<file path="src/rtl/uart_pkg.sv">
// uart_pkg: shared state encoding and default sizing for the UART transmit scheduler.
package uart_pkg;

  // Scheduler phases: waiting for a request, byte on the wire, enforced idle gap
  typedef enum logic [1:0] {
    IDLE      = 2'd0,
    WAIT_DONE = 2'd1,
    GAP       = 2'd2
  } sched_state_t;

  localparam int NUM_REQ_DEF  = 4;
  localparam int GAP_CLKS_DEF = 16;
  localparam int GAP_CNT_W    = 16;

endpackage

</file>
<file path="src/rtl/uart_rr_arbiter.sv">
// uart_rr_arbiter: combinational round-robin picker. The search begins at i_ptr
// and wraps, so the first asserted request at or after the pointer wins.
module uart_rr_arbiter
  import uart_pkg::*;
#(
  parameter int N = NUM_REQ_DEF
)
(
  input  logic [N-1:0]         i_req,
  input  logic [$clog2(N)-1:0] i_ptr,
  output logic [$clog2(N)-1:0] o_winner,
  output logic                 o_any
);

  localparam int IW = $clog2(N);

  // Walk from the farthest slot back to the pointer so the nearest request is the last write
  always_comb begin
    int idx;
    idx      = 0;
    o_winner = '0;
    o_any    = 1'b0;
    for (int k = N - 1; k >= 0; k--) begin
      idx = int'(i_ptr) + k;
      if (idx >= N) idx = idx - N;
      if (i_req[IW'(idx)]) begin
        o_winner = IW'(idx);
        o_any    = 1'b1;
      end
    end
  end

endmodule

</file>
<file path="src/rtl/uart_tx_scheduler.sv">
// uart_tx_scheduler: shares one UART transmitter between NUM_REQ byte requesters
// using round-robin arbitration and an enforced idle gap between bytes.
// Optional feature macro UART_SCHED_LOCK_EN: adds req_lock so the last granted
// requester can keep the transmitter for consecutive bytes.
module uart_tx_scheduler
  import uart_pkg::*;
#(
  parameter int NUM_REQ  = NUM_REQ_DEF,
  parameter int GAP_CLKS = GAP_CLKS_DEF
)
(
  input  logic                       clk,
  input  logic                       rst_n,
  input  logic [NUM_REQ-1:0]         req_valid,
  input  logic [8*NUM_REQ-1:0]       req_data,
  output logic [NUM_REQ-1:0]         req_ack,
`ifdef UART_SCHED_LOCK_EN
  input  logic [NUM_REQ-1:0]         req_lock,
`endif
  output logic [7:0]                 tx_data,
  output logic                       tx_start,
  input  logic                       tx_busy,
  input  logic                       tx_done,
  output logic [$clog2(NUM_REQ)-1:0] grant_id,
  output logic                       busy
);

  localparam int IW = $clog2(NUM_REQ);
  localparam logic [GAP_CNT_W-1:0] GAP_LOAD = GAP_CNT_W'(GAP_CLKS);

  sched_state_t         r_state;
  logic [GAP_CNT_W-1:0] r_gap_cnt;
  logic [IW-1:0]        r_rr_ptr;
  logic [IW-1:0]        r_grant_id;
  logic [7:0]           r_tx_data;
  logic                 r_tx_start;
  logic [NUM_REQ-1:0]   r_req_ack;
  logic                 r_busy;

  logic [IW-1:0]        w_rr_winner;
  logic                 w_rr_any;
  logic                 w_lock_hit;
  logic [IW-1:0]        w_winner;
  logic [IW-1:0]        w_next_ptr;
  logic [7:0]           w_sel_byte;

  uart_rr_arbiter #(.N(NUM_REQ)) u_arb (
    .i_req    (req_valid),
    .i_ptr    (r_rr_ptr),
    .o_winner (w_rr_winner),
    .o_any    (w_rr_any)
  );

`ifdef UART_SCHED_LOCK_EN
  assign w_lock_hit = req_lock[r_grant_id] & req_valid[r_grant_id];
`else
  assign w_lock_hit = 1'b0;
`endif

  assign w_winner   = w_lock_hit ? r_grant_id : w_rr_winner;
  assign w_next_ptr = (w_winner == IW'(NUM_REQ - 1)) ? '0 : w_winner + IW'(1);

  // Pick out the winning requester's byte from the flat data bus
  always_comb begin
    w_sel_byte = 8'h00;
    for (int i = 0; i < NUM_REQ; i++) begin
      if (w_winner == IW'(i)) w_sel_byte = req_data[8*i +: 8];
    end
  end

  // Scheduler FSM: launch one byte, wait for the stop bit, hold the gap, then rearbitrate
  always_ff @(posedge clk or negedge rst_n) begin
    if (!rst_n) begin
      r_state    <= IDLE;
      r_gap_cnt  <= '0;
      r_rr_ptr   <= '0;
      r_grant_id <= '0;
      r_tx_data  <= 8'h00;
      r_tx_start <= 1'b0;
      r_req_ack  <= '0;
      r_busy     <= 1'b0;
    end else begin
      r_tx_start <= 1'b0;
      r_req_ack  <= '0;
      case (r_state)
        IDLE: begin
          if (w_rr_any && !tx_busy) begin
            r_grant_id <= w_winner;
            r_rr_ptr   <= w_next_ptr;
            r_tx_data  <= w_sel_byte;
            r_req_ack  <= NUM_REQ'(1) << w_winner;
            r_tx_start <= 1'b1;
            r_busy     <= 1'b1;
            r_state    <= WAIT_DONE;
          end
        end
        WAIT_DONE: begin
          if (tx_done) begin
            if (GAP_CLKS > 0) begin
              r_gap_cnt <= GAP_LOAD;
              r_state   <= GAP;
            end else begin
              r_busy  <= 1'b0;
              r_state <= IDLE;
            end
          end
        end
        GAP: begin
          if (r_gap_cnt <= GAP_CNT_W'(1)) begin
            r_gap_cnt <= '0;
            r_busy    <= 1'b0;
            r_state   <= IDLE;
          end else begin
            r_gap_cnt <= r_gap_cnt - GAP_CNT_W'(1);
          end
        end
        default: begin
          r_busy  <= 1'b0;
          r_state <= IDLE;
        end
      endcase
    end
  end

  assign req_ack  = r_req_ack;
  assign tx_data  = r_tx_data;
  assign tx_start = r_tx_start;
  assign grant_id = r_grant_id;
  assign busy     = r_busy;

endmodule

</file>
<file path="config.mk">
export PLATFORM = sky130hd
export DESIGN_NAME = uart_tx_scheduler
export DESIGN_NICKNAME = d
export VERILOG_FILES = /design/src/rtl/uart_pkg.sv /design/src/rtl/uart_rr_arbiter.sv /design/src/rtl/uart_tx_scheduler.sv
export SDC_FILE = /design/constraint.sdc
export NUM_CORES = 1
export LEC_CHECK = 0
export ABC_CLOCK_PERIOD_IN_PS = 5940
export CAP_MARGIN = 20
export CORE_MARGIN = 3
export CORE_UTILIZATION = 52
export CTS_CLUSTER_SIZE = 16
export DETAILED_ROUTE_END_ITERATION = 8
export GPL_ROUTABILITY_DRIVEN = 0
export MAX_ROUTING_LAYER = met4
export PLACE_DENSITY = 0.95
export SLEW_MARGIN = 20
export SYNTH_ARGS = -nofsm -noshare
export SYNTH_HDL_FRONTEND = slang
export SYNTH_HIERARCHICAL = 1
export SYNTH_SLANG_ARGS = --single-unit
export TNS_END_PERCENT = 10
</file>
<file path="constraint.sdc">
create_clock -name clk -period 5.94 [get_ports clk]
set_input_delay 1.188 -clock clk [delete_from_list [all_inputs] [get_ports clk]]
set_output_delay 1.188 -clock clk [all_outputs]
set_load 0.1 [all_outputs]
</file>
==> results of run 1 <==
==> registers in the layout (all words and copies together), names as in the netlist <==
name	flops
grant_id	2
tx_data	8
req_ack	4
tx_start	1
r_rr_ptr	2
r_gap_cnt	16
busy	1
r_state	2
==> critical path, delay by kind of cell <==
kind	cells	cell delay, ns
compound gates	4	0.95
buf+inv	1	0.50
fa+ha+maj	1	0.49
simple gates	2	0.23
mux	1	0.10
==> layer usage <==
metal,track usage [%],vias to the layer above,wire length (microns)
li1,-,853,-
met1,27.1,847,2000
met2,38.4,62,2540
met3,4.43,11,229
met4,10.9,0,115
met5,-,-,0
==> cell families after synthesis <==
logic type | count (synthesis)
AO/OA/AOI/OAI | 51
XOR/XNOR | 8
adder cells (fa/ha/maj) | 6
buffers and inverters | 14
flip-flops | 36
multiplexers | 5
AND/OR/NAND/NOR | 90
==> final cells by class <==
class / instances / area, sq um
Timing Repair Buffer: 57 / 566
Multi-Input combinational cell: 160 / 1070
Inverter: 5 / 18.8
Sequential cell: 36 / 901
Fill cell: 255 / 1010
Clock buffer: 8 / 90.1
Tap cell: 48 / 60.1
==> cell usage in the layout (no fill, tap or decap), types with 6 or more instances in the layout <==
master,count
clkbuf_8,6
ha_1,6
a21oi_1,20
clkdlybuf4s50_1,55
o21a_1,6
nand2_1,24
dfrtp_1,36
o211ai_1,8
nor2_1,24
nand3b_1,7
==> through the flow <==
step	cell area [sq um]	power [mW]	hold slack [ns]	cells	util [%]
3_3_place_gp	2620	1.39	0.474	306	70.4
3_5_place_dp	2620	1.43	0.480	306	70.4
5_1_grt	2710	1.70	0.516	314	72.8
2_1_floorplan	2030	1.20	0.506	210	-
4_1_cts	2710	1.61	0.495	314	72.8
6_report	2710	1.61	0.490	314	72.8
==> power groups by stage <==
stage / combinational, mW / sequential (mW) / clock [mW]
global placement: 0.943 / 0.449 / 0
detailed placement: 0.972 / 0.456 / 0
finish: 0.976 / 0.453 / 0.180
global route: 1.04 / 0.466 / 0.190
CTS: 0.977 / 0.452 / 0.182
floorplan: 0.438 / 0.762 / 0
==> path summary, 6_finish.rpt <==
check	from	end	cells after the start	slack, ns
worst max-delay path	req_valid[3]	tx_data[6]$_DFFE_PN0P_	9	2.64
worst min-delay path	tx_data[5]$_DFFE_PN0P_	tx_data[5]$_DFFE_PN0P_	1	0.49
worst max register to register	r_rr_ptr[1]$_DFFE_PN0P_	tx_data[6]$_DFFE_PN0P_	8	3.53
worst min register to register	tx_data[5]$_DFFE_PN0P_	tx_data[5]$_DFFE_PN0P_	1	0.49
max in group asynchronous	rst_n	req_ack[1]$_DFF_PN0_	2	4.30
min in group asynchronous	rst_n	r_gap_cnt[13]$_DFFE_PN0P_	2	1.31
==> metrics, run 1 <==
H-tree depth=2; Compound-Gate Fraction of Synth Area=between 10% and 20%; top cells by area, synth=dfrtp_1 (44%), a21oi_1 (4.9%), nand2_1 (4.4%); top cells by count, synth=dfrtp_1 (36), nand2_1 (24), nor2_1 (24), a21oi_1 (20), o211ai_1 (8); largest family of logic cells by synthesized area=simple AND/OR/NAND/NOR gates; CTS tree=built; Final Hold Vio Count=0; clock root cell=clkbuf_8; layout cells sized above 1=9.40%; Sink Count=36; sw frac=around half; clock skew=0.00357 ns; wirelength, routed=4890 microns; most frequent cell after synthesis=dfrtp_1; Vias=roughly 1800; combinational power share=between 60% and 70%; Die W=between 60 and 70 microns; clock period minus worst slack=between 3 and 4 ns; initial antenna violation count=0; drt drc=0; syn_nets=about 260; f_max=a little over 300 MHz; Largest stage delay, worst path=around 0.50 ns; vias in the first global route=approximately 1700; XOR/XNOR Fraction of Synth Area=between 3 and 4%; sw power=roughly 830 uW; CP Capture Type=flip-flop; period utilisation layout=between 50% and 60%; Fin Setup TNS=0 ns; Yosys cell types=just under 50; FFs w/ async S/R, synth=between 90% and 100%; CTS Buf Count=5; Seq/Total Area, Yosys=between 40 and 50%; all-layer global routing usage=23.2%; Syn Area/Cell=9.65 sq um; initial drt markers=154; Max Root-Sink Buffers=2; Seq pwr share=about 28%; Syn. warnings=6; CP Max Fanout=16; Yosys top cell by area=dfrtp_1; Leak=1.14 nW; vias per cell=5.65; Post-synth EDFFs=0; post-synth top area share=44.4%; internal power=between 700 and 800 uW; Min-Delay Path Class=flip-flop to flip-flop; PnR worst setup slack=2.64 ns; starting density of the core=between 50% and 60%; die area=0.00468 sq mm; PortBufs=between 50 and 60; antenna diode count=0; HPWL after detailed placement=around 3600 microns; Mapped Cells=210; crit path kind=primary input to flip-flop; Cell Area, Synth=slightly above 0.002 sq mm; Yosys reg bits=36; post_cts resized=0; CP required=around 6 ns; first-pass GRT wire length=7740 microns; routed length per instance=between 15 and 20 microns; VDD IR max=approximately 0.00038 V; status=complete, no violations; CP max-delay cell=clkdlybuf4s50_1; # IOs=between 50 and 60; endpoints failing setup=0; total grt overflow=0; Slew headroom=a little under a third; Arrival @ worst endpoint=around 3.5 ns; max-slew violations=0; crit start category=primary input; RSZ-0062 raised after global routing=no; Post-Synth Simple-Gate Area=approximately a quarter; hold buffer count at CTS=0; Least-Margin Pin Slew=between 1 and 1.5 ns; post-route ant nets=0; final net count=between 300 and 400; cell chain of the critical path=clkdlybuf4s50_1 -> mux2i_1 -> a211oi_2 -> ha_1 -> nor2b_1 -> a221oi_1 -> nor3_1 -> a21oi_1 -> a21oi_1; largest net degree at the start of global routing=37; Worst-Skew Late Latency=between 0.2 and 0.3 ns; Top FF cell, synth=dfrtp_1; Reg clk slew, reported paths=about 0.07 ns; power per cell area=about 590 mW/mm^2; Area growth, synth to finish=33.5%; multiplexer share of the synthesized area=under 10%; chip height=approximately 68 microns; drt first pass iters=4; Most Frequent Cell on Critical Path=a21oi_1; adder-cell share of the synthesized area=roughly 3.7%; Clk pwr share=around 11%; Core Rows=22; max_cap viols=0; Post-CTS Setup Repair Bufs=0; CORE AREA=roughly 0.0037 sq mm; pre-CTS setup slack=between 2 and 2.5 ns
Power figures use the tool's default switching activity.
==> inputs of run 2 (changes only) <==
ABC_CLOCK_PERIOD_IN_PS = 3100   (was 5940)
CORE_UTILIZATION = 48   (was 52)
PLACE_DENSITY = 0.91   (was 0.95)
clock period = 3.1 ns   (was 5.94 ns; I/O delays follow)
==> run 2 against run 1 <==
Net effect:
- total power rose by 89%
- wire length shrank 3.9%
- final cell count is 0.32% higher
- non-clock buffer count grew 1
==> metrics, run 2 (synthesis gave the netlist of run 1 again) <==
VDD IR max=0.000996 V (+160%); wirelength, routed=4700 microns (-3.9%); HPWL after detailed placement=3510 microns (-1.2%); max_cap viols=0 (unchanged); initial antenna violation count=0 (unchanged); hold endpoint=tx_data[0]$_DFFE_PN0P_; all-layer global routing usage=20.4% (-2.8 points); most common cell after layout, fill and taps aside=clkdlybuf4s50_1; initial drt markers=89 (-42%); drt first pass iters=4 (unchanged); largest reg by FF count=r_gap_cnt; Slew headroom=64.6% (+33 points); layout cells sized above 1=15.7% (+6.3 points); crit path kind=primary input to flip-flop; Max Root-Sink Buffers=2 (unchanged); CP Max Fanout=16 (unchanged); FF-to-FF Start=r_rr_ptr[1]$_DFFE_PN0P_; Reg clk slew, reported paths=0.07 ns (about the same); Core Rows=22 (unchanged); CP Buf/Inv Count=2 (+1); CORE AREA=0.00385 sq mm (+3.7%); final net count=312 (+0.32%); CTS Buf Count=5 (unchanged); Register-to-Register Path Depth=10 (+2); Most Frequent Cell on Critical Path=a21oi_1; Least-Margin Pin Slew=0.532 ns (-0.494 ns); Leak=1.17 nW (+2.1%); fin cells=315 (+0.32%); f_max=between 300 and 400 MHz; Hold Crit Start=tx_data[0]$_DFFE_PN0P_; final core utilization=69.4% (-3.4 points); crit start category=primary input; chip height=71.0 microns (+3.7%); endpoints failing setup=0 (unchanged); CP max-delay cell=clkdlybuf4s50_1; power per cell area=1140 mW/mm^2 (+92%); RSZ-0062 raised after global routing=no; M3 GR Usage=4.97% (+0.54 points); clock skew=0.00836 ns (+0.00479 ns); Arrival @ worst endpoint=2.92 ns (-0.54 ns); Sink Count=36 (unchanged); Final Hold Vio Count=0 (unchanged); kind of cell adding the most delay to the critical path=simple AND/OR/NAND/NOR gates; clock period minus worst slack=around 2.7 ns; Placed Cells=307 (+0.33%); Fin Setup TNS=0 ns (unchanged); drt drc=0 (unchanged); largest net degree at the start of global routing=37 (unchanged); Area growth, synth to finish=31.9%; vias per cell=5.60 (-0.82%); first-pass GRT wire length=7820 microns (+1.1%); most frequent cells in the layout=clkdlybuf4s50_1 (39), dfrtp_1 (36), nor2_1 (24), nand2_1 (24), a21oi_1 (20); # IOs=56 (unchanged); vias in the first global route=1670 (-2.1%); status=complete, no violations; max-slew violations=0 (unchanged); clock root cell=clkbuf_8; total grt overflow=0 (unchanged); FF-to-FF setup slack=0.73 ns (-2.80 ns); met1 usage=23.9% (-3.3 points); Most Used Layer, Global Route=met2; met2 Track Usage GR=33.8% (-4.6 points); hold buffer count at CTS=0 (unchanged); PortBufs=55 (unchanged); Die W=71.0 microns (+3.7%); Hold Crit Depth=1 (unchanged); cell chain of the critical path=clkdlybuf4s50_1 -> nor3b_1 -> a211oi_1 -> nor2_1 -> inv_1 -> ha_1 -> nand3b_1 -> a21oi_1 -> a21oi_1 -> o211ai_1 -> o21a_1; Min-Delay Path Class=flip-flop to flip-flop; starting density of the core=52.6% (-1.9 points); post-route ant nets=0 (unchanged); reg2reg end=tx_data[3]$_DFFE_PN0P_; Vias=1764 (-0.51%); CP required=3.33 ns (-2.77 ns); die area=0.00504 sq mm (+7.6%); period utilisation layout=around 87%; Worst-Skew Late Latency=0.29 ns (about the same); CTS tree=built; Post-CTS Setup Repair Bufs=0 (unchanged); antenna diode count=0 (unchanged); post_cts resized=0 (unchanged); Tot Pwr=3.05 mW (+89%); Largest stage delay, worst path=0.44 ns (-0.06 ns); routed length per instance=14.9 microns (-4.2%); CP Capture Type=flip-flop; max reg flops=16 (unchanged); H-tree depth=2 (unchanged)
-- run 2: cell count changes in the layout (fill, tap and decap cells not counted), sizes merged --
cell	before	now
buf	2	19
clkdlybuf4s50	55	39
-- run 2: cell type report --
cell class | instances | area, sq um
clock buffer | 8 | 90.1
fill | 296 | 1180
multi-input combinational | 160 | 1070
inverter | 5 | 18.8
tap | 48 | 60.1
sequential | 36 | 901
timing repair buffer | 58 | 533
-- run 2: where the power goes --
group          leakage [nW]  internal (mW)  total, mW  switching, mW
Clock                0.0455          0.181      0.343          0.162
Sequential            0.458          0.664      0.871          0.207
Combinational         0.664          0.610       1.83           1.22
Total                  1.17           1.46       3.05           1.59
-- run 2: how the worst max path moves through the flow --
stage,slack [ns],end,depth (start not counted),start
floorplan,0.88,tx_data[5]$_DFFE_PN0P_,11,req_valid[1]
detailed placement,0.12,tx_data[6]$_DFFE_PN0P_,10,req_valid[3]
CTS,0.43,tx_data[3]$_DFFE_PN0P_,11,req_valid[1]
global route,0.24,tx_data[6]$_DFFE_PN0P_,10,req_valid[3]
global placement,0.26,tx_data[7]$_DFFE_PN0P_,10,req_valid[3]
finish,0.41,tx_data[3]$_DFFE_PN0P_,11,req_valid[1]
-- run 2: per-stage QoR --
stage | cell area, sq um | hold slack [ns] | worst slack [ns]
3_5_place_dp | 2580 | 0.482 | 0.118
4_1_cts | 2670 | 0.498 | 0.428
2_1_floorplan | 2030 | 0.324 | 0.877
5_1_grt | 2670 | 0.510 | 0.236
3_3_place_gp | 2580 | 0.477 | 0.263
6_report | 2670 | 0.494 | 0.410
-- run 2: layer usage --
layer	vias up	wire, microns
met1	854	1900
li1	856	-
met3	6	221
met2	48	2490
met5	-	0
met4	0	89
==> edit 1, RTL diff (flow settings as in run 2) <==
Build with the macro `UART_SCHED_LOCK_EN` defined.
--- a/src/rtl/uart_tx_scheduler.sv
+++ b/src/rtl/uart_tx_scheduler.sv
@@ -3,4 +3,6 @@
 // Optional feature macro UART_SCHED_LOCK_EN: adds req_lock so the last granted
 // requester can keep the transmitter for consecutive bytes.
+`define UART_SCHED_LOCK_EN
+
 module uart_tx_scheduler
   import uart_pkg::*;
Ports: changed (added req_lock); port bits go from 56 to 60. No check against the original RTL was run, so the function may have changed too.
==> edit 1 against run 2 <==
- clock skew grew 0.82 ps
- critical path type unchanged
- area after synthesis grew 5.4%
- synthesized cell count increased by 12%
- cell area is 9.2% higher
- sequential cell count unchanged
- power is 5.1% higher
- wire length rose by 17%
- largest power group unchanged
- critical endpoint is now tx_data[7]
- largest cell class unchanged
- worst setup slack got worse by 280 ps
==> edit 1: results (changes against run 2) <==
status:
  outcome: "finished, final reports clean"  # unchanged
route:
  route.final.wire_length_um: 5490  # was 4700 um
  drtIter0Drc: 101  # was 89
  vias: 2057  # was 1764
  drt_first_pass_iters: 4  # unchanged
synth:
  async_flop_share_pct: 100  # unchanged
  yosys-top-cells-count: "36 x dfrtp_1, 33 x a21oi_1, 26 x nand2_1"  # was 36 x dfrtp_1, 24 x nand2_1, 24 x nor2_1
  synth.yosys.seq_area_share_pct: 42.2  # was 44.4%
  ys_top_cells_by_area: "dfrtp_1 42%, a21oi_1 7.7%, o21ai_0 4.9%, nand2_1 4.6%, ha_1 3.5%"  # was dfrtp_1 44%, a21oi_1 4.9%, nand2_1 4.4%, nor2_1 4.4%, ha_1 3.7%
  yosysUniqueCellTypes: 48  # was 49
  synthFlopType: "dfrtp_1"  # unchanged
  synth_warnings: 6  # unchanged
  syn_nets: 286  # was 256
finish:
  fillerInstances: 317  # was 296
  largest-register: "r_gap_cnt"  # unchanged
  antenna_cells: 0  # unchanged
  drive_above_1_share_pct: 17.5  # was 15.7%
  largest_reg_flops: 16  # unchanged
  final_nets: 352  # was 312
power:
  power_combinational_mw: 1.95  # was 1.83 mW
  leakage_nw: 1.23  # was 1.17 nW
  power_density_mw_per_mm2: 1100  # was 1140 mW/mm2
  p_switching_mw: 1.67  # was 1.59 mW
  vdd_drop_max_mv: 0.701  # was 0.996 mV
  power.share.clock_pct: 12.9  # was 11.3%
clocking:
  path_clk_slew_ps: 80
  cts.path.max_buffers: 2  # unchanged
  cts_made_buffers: 5  # unchanged
  cts.htree.levels: 2  # unchanged
  clock_latency_ps: 290  # about the same
  cts_setup_buffers: 0  # unchanged
  clockRootBuffer: "clkbuf_8"  # unchanged
  cts-resized-gates: 0  # unchanged
placed_design:
  dp_hpwl_um: 4070  # was 3510 um
  io_buffer_count: 59  # was 55
worst_setup_path:
  cp.arrival_ps: 3200  # was 2920 ps
  cpMaxStageDelayCell: "clkdlybuf4s50_1"  # unchanged
  cp_top_family: "compound AO/OA/AOI/OAI gates"  # was simple AND/OR/NAND/NOR gates
  cp_max_fo: 9  # was 16
  slowest_delay_ps: 430
sta:
  finalHoldViolCount: 0  # unchanged
  fin_skew_ps: 9.18  # was 8.36 ps
  slew_headroom_pct: 65.8  # was 64.6%
global_route:
  grt_max_degree: 37  # unchanged
  antenna_found_initial: 0  # unchanged
  grt_pass1_wl_um: 9140  # was 7820 um
  grt_util_all_layers_pct: 22.9  # was 20.4%
hold_path:
  hold_path_class: "reg -> reg"  # unchanged
==> edit 1: area by class of cell <==
cell class / instances / area share, %
clock buffer: 5 / 2.36
timing repair buffer: 71 / 21.9
sequential: 36 / 30.9
inverter: 5 / 0.643
multi-input combinational: 183 / 40.5
clock inverter: 3 / 1.46
tap: 50 / 2.14
==> edit 1: final timing paths <==
path / from / endpoint / slack, ps / cells after the start
max in group asynchronous: rst_n / grant_id[1] / 2010 / 2
max: req_valid[3] / tx_data[7] / 130 / 12
max reg2reg: grant_id[1] / tx_data[7] / 600 / 9
min: tx_data[4] / tx_data[4] / 490 / 1
min in group asynchronous: rst_n / r_gap_cnt[6] / 750 / 2
min reg2reg: tx_data[4] / tx_data[4] / 490 / 1
==> edit 1: cell families (layout without fill, tap and decap cells) <==
| kind of cell | count (synthesis) | in the layout | synth area share, % |
|---|---|---|---|
| DFF | 36 | 36 | 42.2 |
| AOI/OAI and AO/OA | 81 | 81 | 22.6 |
| and+or+nand+nor | 90 | 90 | 25.1 |
| adders and majority gates | 6 | 6 | 3.51 |
| xor gates and xnor gates | 4 | 4 | 1.64 |
| muxes | 2 | 2 | 1.52 |
| buffers and inverters | 17 | 84 | 3.46 |
==> edit 1: metal layers <==
metal / up-vias / share of wire (%) / track usage, %
met5: - / 0 / -
met2: 100 / 50 / 37.2
met4: 0 / 3.5 / 10.2
met3: 22 / 7.0 / 5.51
met1: 959 / 40 / 26.9
li1: 976 / - / -
==> edit 1: through the flow <==
step           std cells  area (um2)  setup slack [ps]  TNS, ps
2_1_floorplan        236        2140               181        0
3_3_place_gp         345        2790             -54.4     -104
3_5_place_dp         345        2790              -169     -535
4_1_cts              353        2900              34.5        0
5_1_grt              353        2920             -13.1    -13.1
6_report             353        2920               129        0
==> edit 2, RTL diff (settings of run 2) <==
Made on the original files. Make the reset (`rst_n`) synchronous in one clocked block.
--- a/src/rtl/uart_tx_scheduler.sv
+++ b/src/rtl/uart_tx_scheduler.sv
@@ -70,5 +70,5 @@
 
   // Scheduler FSM: launch one byte, wait for the stop bit, hold the gap, then rearbitrate
-  always_ff @(posedge clk or negedge rst_n) begin
+  always_ff @(posedge clk) begin
     if (!rst_n) begin
       r_state    <= IDLE;
Check against the original RTL: differs if rst_n is asserted again (counterexample within 4 cycles, from zero or initial values and one cycle with rst_n low); with rst_n held inactive, the same outputs for 10 cycles.
==> edit 2 against run 2 <==
- area after synthesis decreased by 4.4%
- non-clock buffer count increased by 3
- sequential cell count unchanged
- wire length increased by 5.8%
- worst setup slack improved by 50 ps
- sequential share of layout area decreased by 5.5 points
- cell area decreased by 4.3%
- critical path type unchanged
Power is not compared: it rests on default switching activity, and its combinational part moved more than twofold at a synthesized area within 25%.
==> edit 2: results (changes against run 2) <==
worst_setup_path:
  slowest_delay_ps: 460  # was 440 ps
  reg2reg_from: "r_rr_ptr[1]"  # unchanged
  rrSetupSlack_ps: 930  # was 730 ps
  cp.arrival_ps: 2820  # was 2920 ps
  cp_top_family: "compound AO/OA/AOI/OAI gates"  # was simple AND/OR/NAND/NOR gates
  crit_start: "req_valid[3]"  # was req_valid[1]
  worstRegToRegCells: 9  # was 10
  cp-endpoint: "tx_data[5]"  # was tx_data[3]
  cp_max_fo: 14  # was 16
global_route:
  grt_max_degree: 18  # was 37
  met1_usage_pct: 25.4  # was 23.9%
  use_met3_pct: 4.93  # was 4.97%
  grt_util_met2_pct: 35.5  # was 33.8%
  grt_pass1_vias: 1801  # was 1670
  grt_util_all_layers_pct: 21.4  # was 20.4%
  grt_pass1_wl_um: 8210  # was 7820 um
clocking:
  cts_setup_buffers: 0  # unchanged
  cts-resized-gates: 0  # unchanged
  clockRootBuffer: "clkbuf_8"  # unchanged
  cts_made_buffers: 5  # unchanged
synth:
  synthFlopType: "dfxtp_1"  # was dfrtp_1
  syn_nets: 271  # was 256
  async_flop_share_pct: 0  # was 100%
  yosys-top-cells-count: "36 x dfxtp_1, 24 x a21oi_1, 16 x o21ai_0"  # was 36 x dfrtp_1, 24 x nand2_1, 24 x nor2_1
  synth_warnings: 6  # unchanged
  synth.yosys.seq_area_share_pct: 37.2  # was 44.4%
  ys_top_cells_by_area: "dfxtp_1 37%, a21oi_1 6.2%, o21ai_0 4.1%, ha_1 3.9%, a211o_1 3.6%"  # was dfrtp_1 44%, a21oi_1 4.9%, nand2_1 4.4%, nor2_1 4.4%, ha_1 3.7%
hold_path:
  hold_depth: 2  # was 1
  holdCritStartpoint: "grant_id[0]"  # was tx_data[0]
  hold-path-endpoint: "grant_id[0]"  # was tx_data[0]
  hold_path_class: "reg -> reg"  # unchanged
power:
  vdd_drop_max_mv: 0.364
finish:
  fillerInstances: 286  # was 296
  largest-register: "r_gap_cnt"  # unchanged
  drive_above_1_share_pct: 13.3  # was 15.7%
  final_nets: 326  # was 312
status:
  outcome: "finished, final reports clean"  # unchanged
route:
  vias: 1899  # was 1764
  met2_length_um: 2430  # was 2490 um
  wl_per_cell_um: 15.2  # was 14.9 um
  drtAntennaViolNets: 0  # unchanged
  met1Wirelength_um: 2190  # was 1900 um
  wl_met3_um: 241  # was 221 um
  drtIter0Drc: 120  # was 89
sta:
  fin_skew_ps: 5.42  # was 8.36 ps
  slew_headroom_pct: 57.5  # was 64.6%
  finalCriticalPeriod_ps: 2640  # was 2690 ps
placed_design:
  dp_hpwl_um: 3660  # was 3510 um
  placed_area_mm2: 0.00249  # was 0.00258 mm2
==> edit 2: cell types whose count changed after synthesis, moves of 6 or more <==
| cell | run 2 | this run |
|---|---|---|
| o21ai_0 | 3 | 16 |
| a221oi_1 | 2 | 8 |
| nand2_1 | 24 | 13 |
| a22oi_1 | 0 | 6 |
| dfxtp_1 | 0 | 36 |
| dfrtp_1 | 36 | 0 |
| or3_1 | 0 | 6 |
| a211o_1 | 1 | 8 |
| inv_1 | 5 | 14 |
| o2111ai_1 | 0 | 6 |
| nor2_1 | 24 | 10 |
==> edit 2: report_power, final <==
| part | internal [mW] | switching, mW |
|---|---|---|
| logic | 0.222 | 0.378 |
| registers | 0.514 | 0.0470 |
| clock network | 0.145 | 0.149 |
| total | 0.881 | 0.574 |
==> edit 2: cell type report <==
cell class | instances | area, um2 | area share [%]
Timing Repair Buffer | 61 | 556 | 21.7
Inverter | 14 | 52.6 | 2.05
Multi-Input combinational cell | 162 | 1100 | 43.0
Sequential cell | 36 | 721 | 28.2
Clock buffer | 5 | 68.8 | 2.69
Tap cell | 48 | 60.1 | 2.35
==> edit 2: logic make-up after synthesis <==
kind of cell,count (synthesis),synth area share (%)
xor gates and xnor gates,5,2.26
muxes,1,0.517
adders and majority gates,6,3.88
and+or+nand+nor,65,20.0
AOI/OAI and AO/OA,85,29.8
DFF,36,37.2
buffers and inverters,27,6.27
==> edit 2: through the flow <==
step                utilization [%]  worst slack, ps  std cells  power, mW  hold WS, ps
floorplan                         -              795        225       1.00          459
global route                   67.9              258        326       1.53          494
global placement               66.0              312        321       1.15          453
detailed placement             66.0              205        321       1.17          467
CTS                            67.9              510        326       1.46          475
finish                         67.9              460        326       1.46          469
